File: src/rtl/fifo_wr_arbiter.sv
// Round-robin write arbiter for one fifo_controller write port shared by N producers.
// A winner holds the port for up to BURST accepted writes. o_wr is gated by i_full.
module fifo_wr_arbiter #(
  parameter int N     = 4,
  parameter int BURST = 4,
  parameter int SW    = $clog2(N)
) (
  input  logic          i_clk,
  input  logic          i_rstn,
  input  logic [N-1:0]  i_req,
  input  logic          i_full,
  output logic [N-1:0]  o_gnt,
  output logic [SW-1:0] o_sel,
  output logic          o_wr,
  output logic          o_busy
);
  localparam int CW = $clog2(BURST+1);
  localparam logic [N-1:0] ONE = N'(1);

  typedef enum logic {ST_IDLE, ST_BURST} state_e;

  state_e        state_q;
  logic [N-1:0]  gnt_q;
  logic [SW-1:0] sel_q;
  logic [SW-1:0] ptr_q;
  logic [CW-1:0] cnt_q;
  logic          busy_q;

  logic [SW-1:0] win_d;
  logic          win_vld;
  logic [SW-1:0] cand;
  logic          rel;

  // Scan downward in priority so the highest-priority hit (ptr+1) is written last.
  always_comb begin
    win_d   = '0;
    win_vld = 1'b0;
    cand    = '0;
    for (int k = N; k >= 1; k--) begin
      cand = SW'((int'(ptr_q) + k) % N);
      if (i_req[cand]) begin
        win_d   = cand;
        win_vld = 1'b1;
      end
    end
  end

  assign o_wr = busy_q & i_req[sel_q] & ~i_full;
  assign rel  = (o_wr && (cnt_q == CW'(BURST-1))) || !i_req[sel_q];

  always_ff @(posedge i_clk or negedge i_rstn) begin
    if (!i_rstn) begin
      state_q <= ST_IDLE;
      gnt_q   <= '0;
      sel_q   <= '0;
      ptr_q   <= SW'(N-1);
      cnt_q   <= '0;
      busy_q  <= 1'b0;
    end else begin
      case (state_q)
        ST_IDLE: begin
          if (win_vld) begin
            state_q <= ST_BURST;
            gnt_q   <= ONE << win_d;
            sel_q   <= win_d;
            busy_q  <= 1'b1;
            cnt_q   <= '0;
          end
        end
        ST_BURST: begin
          if (rel) begin
            state_q <= ST_IDLE;
            gnt_q   <= '0;
            sel_q   <= '0;
            busy_q  <= 1'b0;
            cnt_q   <= '0;
            ptr_q   <= sel_q;
          end else if (o_wr) begin
            cnt_q   <= cnt_q + CW'(1);
          end
        end
        default: state_q <= ST_IDLE;
      endcase
    end
  end

  assign o_gnt  = gnt_q;
  assign o_sel  = sel_q;
  assign o_busy = busy_q;

  a_gnt_onehot0: assert property (@(posedge i_clk) disable iff (!i_rstn) $onehot0(o_gnt));
  a_wr_not_full: assert property (@(posedge i_clk) disable iff (!i_rstn) o_wr |-> !i_full);
  a_wr_busy:     assert property (@(posedge i_clk) disable iff (!i_rstn) o_wr |-> o_busy);
  a_cnt_bound:   assert property (@(posedge i_clk) disable iff (!i_rstn) cnt_q < CW'(BURST));

endmodule

File: config.mk
export PLATFORM = sky130hd
export DESIGN_NAME = fifo_wr_arbiter
export DESIGN_NICKNAME = d
export VERILOG_FILES = /design/src/rtl/fifo_wr_arbiter.sv
export SDC_FILE = /design/constraint.sdc
export NUM_CORES = 1
export LEC_CHECK = 0
export ABC_AREA = 0
export ABC_CLOCK_PERIOD_IN_PS = 1600
export CAP_MARGIN = 20
export CORE_ASPECT_RATIO = 0.9
export CORE_MARGIN = 10
export CORE_UTILIZATION = 25
export DETAILED_ROUTE_END_ITERATION = 8
export GPL_ROUTABILITY_DRIVEN = 0
export PLACE_DENSITY_LB_ADDON = 0.08
export SYNTH_ARGS = -nofsm -noshare
export SYNTH_HDL_FRONTEND = slang
export SYNTH_SLANG_ARGS = --single-unit
export TNS_END_PERCENT = 100
File: constraint.sdc
create_clock -name i_clk -period 1.6 [get_ports i_clk]
set_input_delay 0.24 -clock i_clk [delete_from_list [all_inputs] [get_ports i_clk]]
set_output_delay 0.24 -clock i_clk [all_outputs]
set_load 0.05 [all_outputs]
**After elaboration in Yosys (flattened, before gate mapping)**

Index checks and enable logic that the tools add are counted.
Widths: inputs -> output; s select.

- Logic and storage cells: 65
- Output and inout port bits: 8
- Input port bits: 7
- Register bits after elaboration: 13

- Shift operators: 1
- Add/sub/neg operators: 5
- Order comparisons: 5
- Bitwise gates (word level): 4
- Equality and inequality tests: 4
- Mux-type cells: 34
- Reductions and logical operators: 6

Operator list:

| kind | number |
|---|---|
| $lt 2x3->1 const B | 5 |
| $mux 1 | 13 |
| $mux 2 | 6 |
| $bmux 1 s2 | 5 |
| $mux 3 | 3 |
| $mux 4 | 2 |
| $pmux 4 s2 | 1 |
| $pmux 3 s2 | 1 |
| $reduce_and 2->1 | 3 |
| $add 2x1->2 const B | 2 |
| $add 2x2->2 const B | 2 |
| $pmux 1 s2 | 2 |
| $pmux 2 s2 | 1 |
| $shl 1x2->4 const A | 1 |
| $add 3x1->3 const B | 1 |
| $eq 3x2->1 const B | 1 |
| $ne 3x2->1 const B | 1 |
| $and 1x1->1 | 2 |
| $ne 2x1->1 const B | 1 |
| $ne 2x2->1 const B | 1 |
| $not 1->1 | 2 |
| $logic_and 1x1->1 | 1 |
| $logic_not 1->1 | 1 |
| $logic_or 1x1->1 | 1 |

**Depth between registers and ports, before layout**

- Depth after elaboration: 10
- Mapped depth: 6
- Depth with buffers taken out: 6

**Least setup slack after synthesis**

Ideal clock, no wire load.

- Path type: reg2out
- From: reg sel_q[0], in the netlist o_sel[0]
- To: out o_wr
- Slack: -0.870 ns
- Buffers on the path: 0
- Stages on the path, launching flop included: 3
- Arrival time: 2.230 ns
- Data required time: 1.360 ns
- Cell sequence: dfrtp_1 -> mux4_2 -> nor3b_1

- Word-level cells in the longest chain between the ends: 4

RTL lines:

| what | line | text |
|---|---|---|
| from (decl) | 24 | `logic [SW-1:0] sel_q;` |
| from (signal assigned) | 65 | `sel_q <= win_d;` |
| $bmux 1 s2 | 48 | `assign o_wr = busy_q & i_req[sel_q] & ~i_full;` |
| $mux 1 (not written as such) | 48 |  |
| $and 1x1->1 (2 in a row) | 48 |  |
| to (decl) | 14 | `output logic o_wr,` |

Every way passes these cells. The select of a mux whose other input is x is not followed.

**Worst setup path after layout**

- From: in i_req[3]
- To: out o_wr

- Word-level cells in the longest chain between the ends: 4

RTL lines:

| what | line | text |
|---|---|---|
| from (decl) | 10 | `input logic [N-1:0] i_req,` |
| $bmux 1 s2 | 48 |  |
| $mux 1 (not written as such) | 48 |  |
| $and 1x1->1 (2 in a row) | 48 |  |

Every way passes these cells. The select of a mux whose other input is x is not followed.

==> impl_metrics.toml <==
[run_status]
status = "finished with violations"
failed_checks = "negative setup slack"

[pwr]
p_int_mw = 1.06
clkPwrFrac_pct = 10.8
power_frac_comb_pct = 58.4
p_seq_share_pct = 30.8
switching_share_pct = 44.5
p_leak_nw = 0.469
p_per_area_mw_per_mm2 = 1830
peakVddDrop_mv = 0.858
switchingPower_mw = 0.851

[sta]
fmax_mhz = 573
slew_violations = 0
final.setup_skew_ns = 0.00828
maxSlewHeadroom_pct = 72.9
min_period_ns = 1.75
fin_tns_setup_ns = -0.524
fin_ws_ns = -0.145
finalCritPeriodShare_pct = 109
hold_viol_final = 0
setup_violations = 9
rsz0062_at_grt = "true"
whs_ns = 0.254
worst_pin_slew_ns = 0.403

[worst_setup_path]
cp_num_cells = 4
r2r_cells = 5
startpoint_type = "input pin"
crit_slowest_cell = "mux4_2"
cpPeakStageDelay_ns = 0.50
startpoint = "i_req[3]"
crit_fanout = 3
endpoint_kind = "output pin"
crit_chain = "clkdlybuf4s50_1, mux4_2, nor3b_4, buf_6"
rr_startpoint = "o_sel[0]"
path_delay_family = "buffers and inverters"
crit_required_ns = 1.36
crit_type = "input pin to output pin"
path_buf_inv = 2
cp.arrival_ns = 1.51

[grt]
grt_overflow_total = 0
grt_pass1_wl_mm = 2.85
grt_use_total_pct = 6.61
antenna_found_initial = 0
grt_pass1_vias = 578
grt_max_degree = 14

[synth]
synth_edf_count = 0
synthesis.area_um2 = 721
ys_types = 31
synthTopCellsByArea = "dfrtp_1 38%, dfstp_2 7.3%, mux2_4 6.3%"
synthArstFlopShare_pct = 100
synth_seq_cells = 13
synth_fp_nets = 70
yosysSeqAreaShare_pct = 45.5
syn_area_per_cell_um2 = 11.8
yosysWarnings = 0
synth_top_area_share_pct = 38.2
postSynthCellCount = 61
yosys.area.top_type = "dfrtp_1"
synth_flop_cell = "dfrtp_1"

[floorplan]
dieArea_mm2 = 0.00543
die_y_um = 70.9
rows = 18
ios = 15
coreArea_mm2 = 0.00275
die_w_um = 76.6
initial_core_util_pct = 26.2

[finish]
syn2layout_area_growth_pct = 44.8
instances_no_fill = 131
layout-drive-gt1-share_pct = 46.2
layout.nets = 101
multi_input_area_um2 = 413
nFillCells = 296
n_antenna_cell = 0
seq_area_um2 = 330
final_cell_area_mm2 = 0.00104

[routing]
drt-met1-wl_um = 920
wirelength_mm = 1.72
drt_iter0_drc = 15
vias = 571
final_antenna_net_count = 0
drc_errors = 0
avgRoutedWirePerCell_um = 13.2
via_per_inst = 4.36
routed-wl-met2_um = 678
first_pass_iters = 4
top_layer = "met4"
wl_met3_um = 111

[clock_tree]
clock_latency_ns = 0.28
h-tree-depth = 1
cts_tree = "built"
cts.reportedPaths.clkPinSlew_ns = 0.09
numCtsBuffers = 3
clockRootBuffer = "clkbuf_4"
clock_path_buffers = 2
cts_num_sinks = 13

[flow_run]
cap_viol_max_count = 0

[place]
dpl_worst_slack_ns = -0.329
dp_hpwl_mm = 1.42
numPlacedInstances = 126
place_area_um2 = 987
portBuffers = 14

[worst_hold_path]
hold_class = "input pin to asynchronous set/reset pin"
## worst reg2reg max path, stage by stage (launching register included)
cell	delay [ns]
dfrtp_2	0.38
mux4_2	0.52
buf_4	0.18
o211ai_2	0.08
nand2_4	0.09
mux2_4	0.30
## power by group through the flow
stage	clock network, mW	logic (mW)	registers [mW]
floorplan	0	0.484	0.827
global placement	0	1.07	0.599
detailed placement	0	1.07	0.594
CTS	0.219	1.14	0.591
global route	0.238	1.21	0.608
finish	0.207	1.12	0.589
## state kept, by name, indices dropped and copies added (netlist names)
name     count
ptr_q        2
o_busy       1
cnt_q        3
o_gnt        4
state_q      1
o_sel        2
## layout make-up
cell class	count	share of cell area [%]
multi-input combinational	45	39.6
sequential	13	31.7
timing repair buffer	26	20.4
tap	40	4.80
clock buffer	4	2.52
inverter	3	1.08
## repair_timing
action,CTS,global route
endpoints found under the setup margin,9,10
buffers inserted,1,0
hold endpoints to repair,0,0
hold buffers,0,0
gates resized for setup,5,0
## stage by stage
step | total power, mW | utilization (%)
CTS | 1.95 | 38.0
floorplan | 1.31 | -
global placement | 1.67 | 35.9
detailed placement | 1.67 | 35.9
global route | 2.06 | 38.0
finish | 1.91 | 38.0
## logic make-up (layout without fill, tap and decap cells)
group / after synthesis / count (layout) / share of synthesized area [%]
mux: 7 / 7 / 13.9
simple gates: 20 / 20 / 17.5
compound gates: 16 / 16 / 18.1
buf+inv: 3 / 33 / 1.56
fa+ha+maj: 2 / 2 / 3.47
flops: 13 / 13 / 45.5
## synthesized netlist by cell type (2+ instances only)
library cell and instances:
mux2_4 3, nor2_1 4, a21oi_1 2, dfrtp_1 11, nand2_1 3, ha_1 2, inv_1 3, o2bb2ai_1 2
dfstp_2 2, a22o_1 3, nand2b_1 3, o21ai_0 2, mux2_2 2, nor3b_1 2
## path summary, 6_finish.rpt
| kind | endpoint | slack, ns |
|---|---|---|
| worst max-delay path | o_wr | -0.15 |
| min in group i_clk | o_gnt[1] | 0.50 |
| max in group asynchronous | ptr_q[0] | 1.11 |
| worst min-delay path | o_busy | 0.25 |
| worst min register to register | o_gnt[1] | 0.50 |
| worst max register to register | cnt_q[1] | -0.06 |
## metal layers
metal,vias up,global-route usage (%)
li1,288,-
met1,271,8.69
met2,10,8.68
met3,2,3.66
met4,0,2.47
met5,-,0
## layout by cell type (no fill, tap or decap), types with 2 or more instances in the layout
cell and n:
buf_4 19, o2bb2ai_1 2, a22o_1 3, nand2_1 3, dfrtp_2 2, o21ai_0 2, nand2b_1 3, clkdlybuf4s50_1 5
inv_1 3, mux2_4 3, a21oi_1 2, mux2_2 2, nand2_4 2, nor2_1 4, ha_1 2, clkbuf_4 3
dfstp_2 2, dfrtp_1 9
No activity file was read; power rests on OpenSTA's default activity.
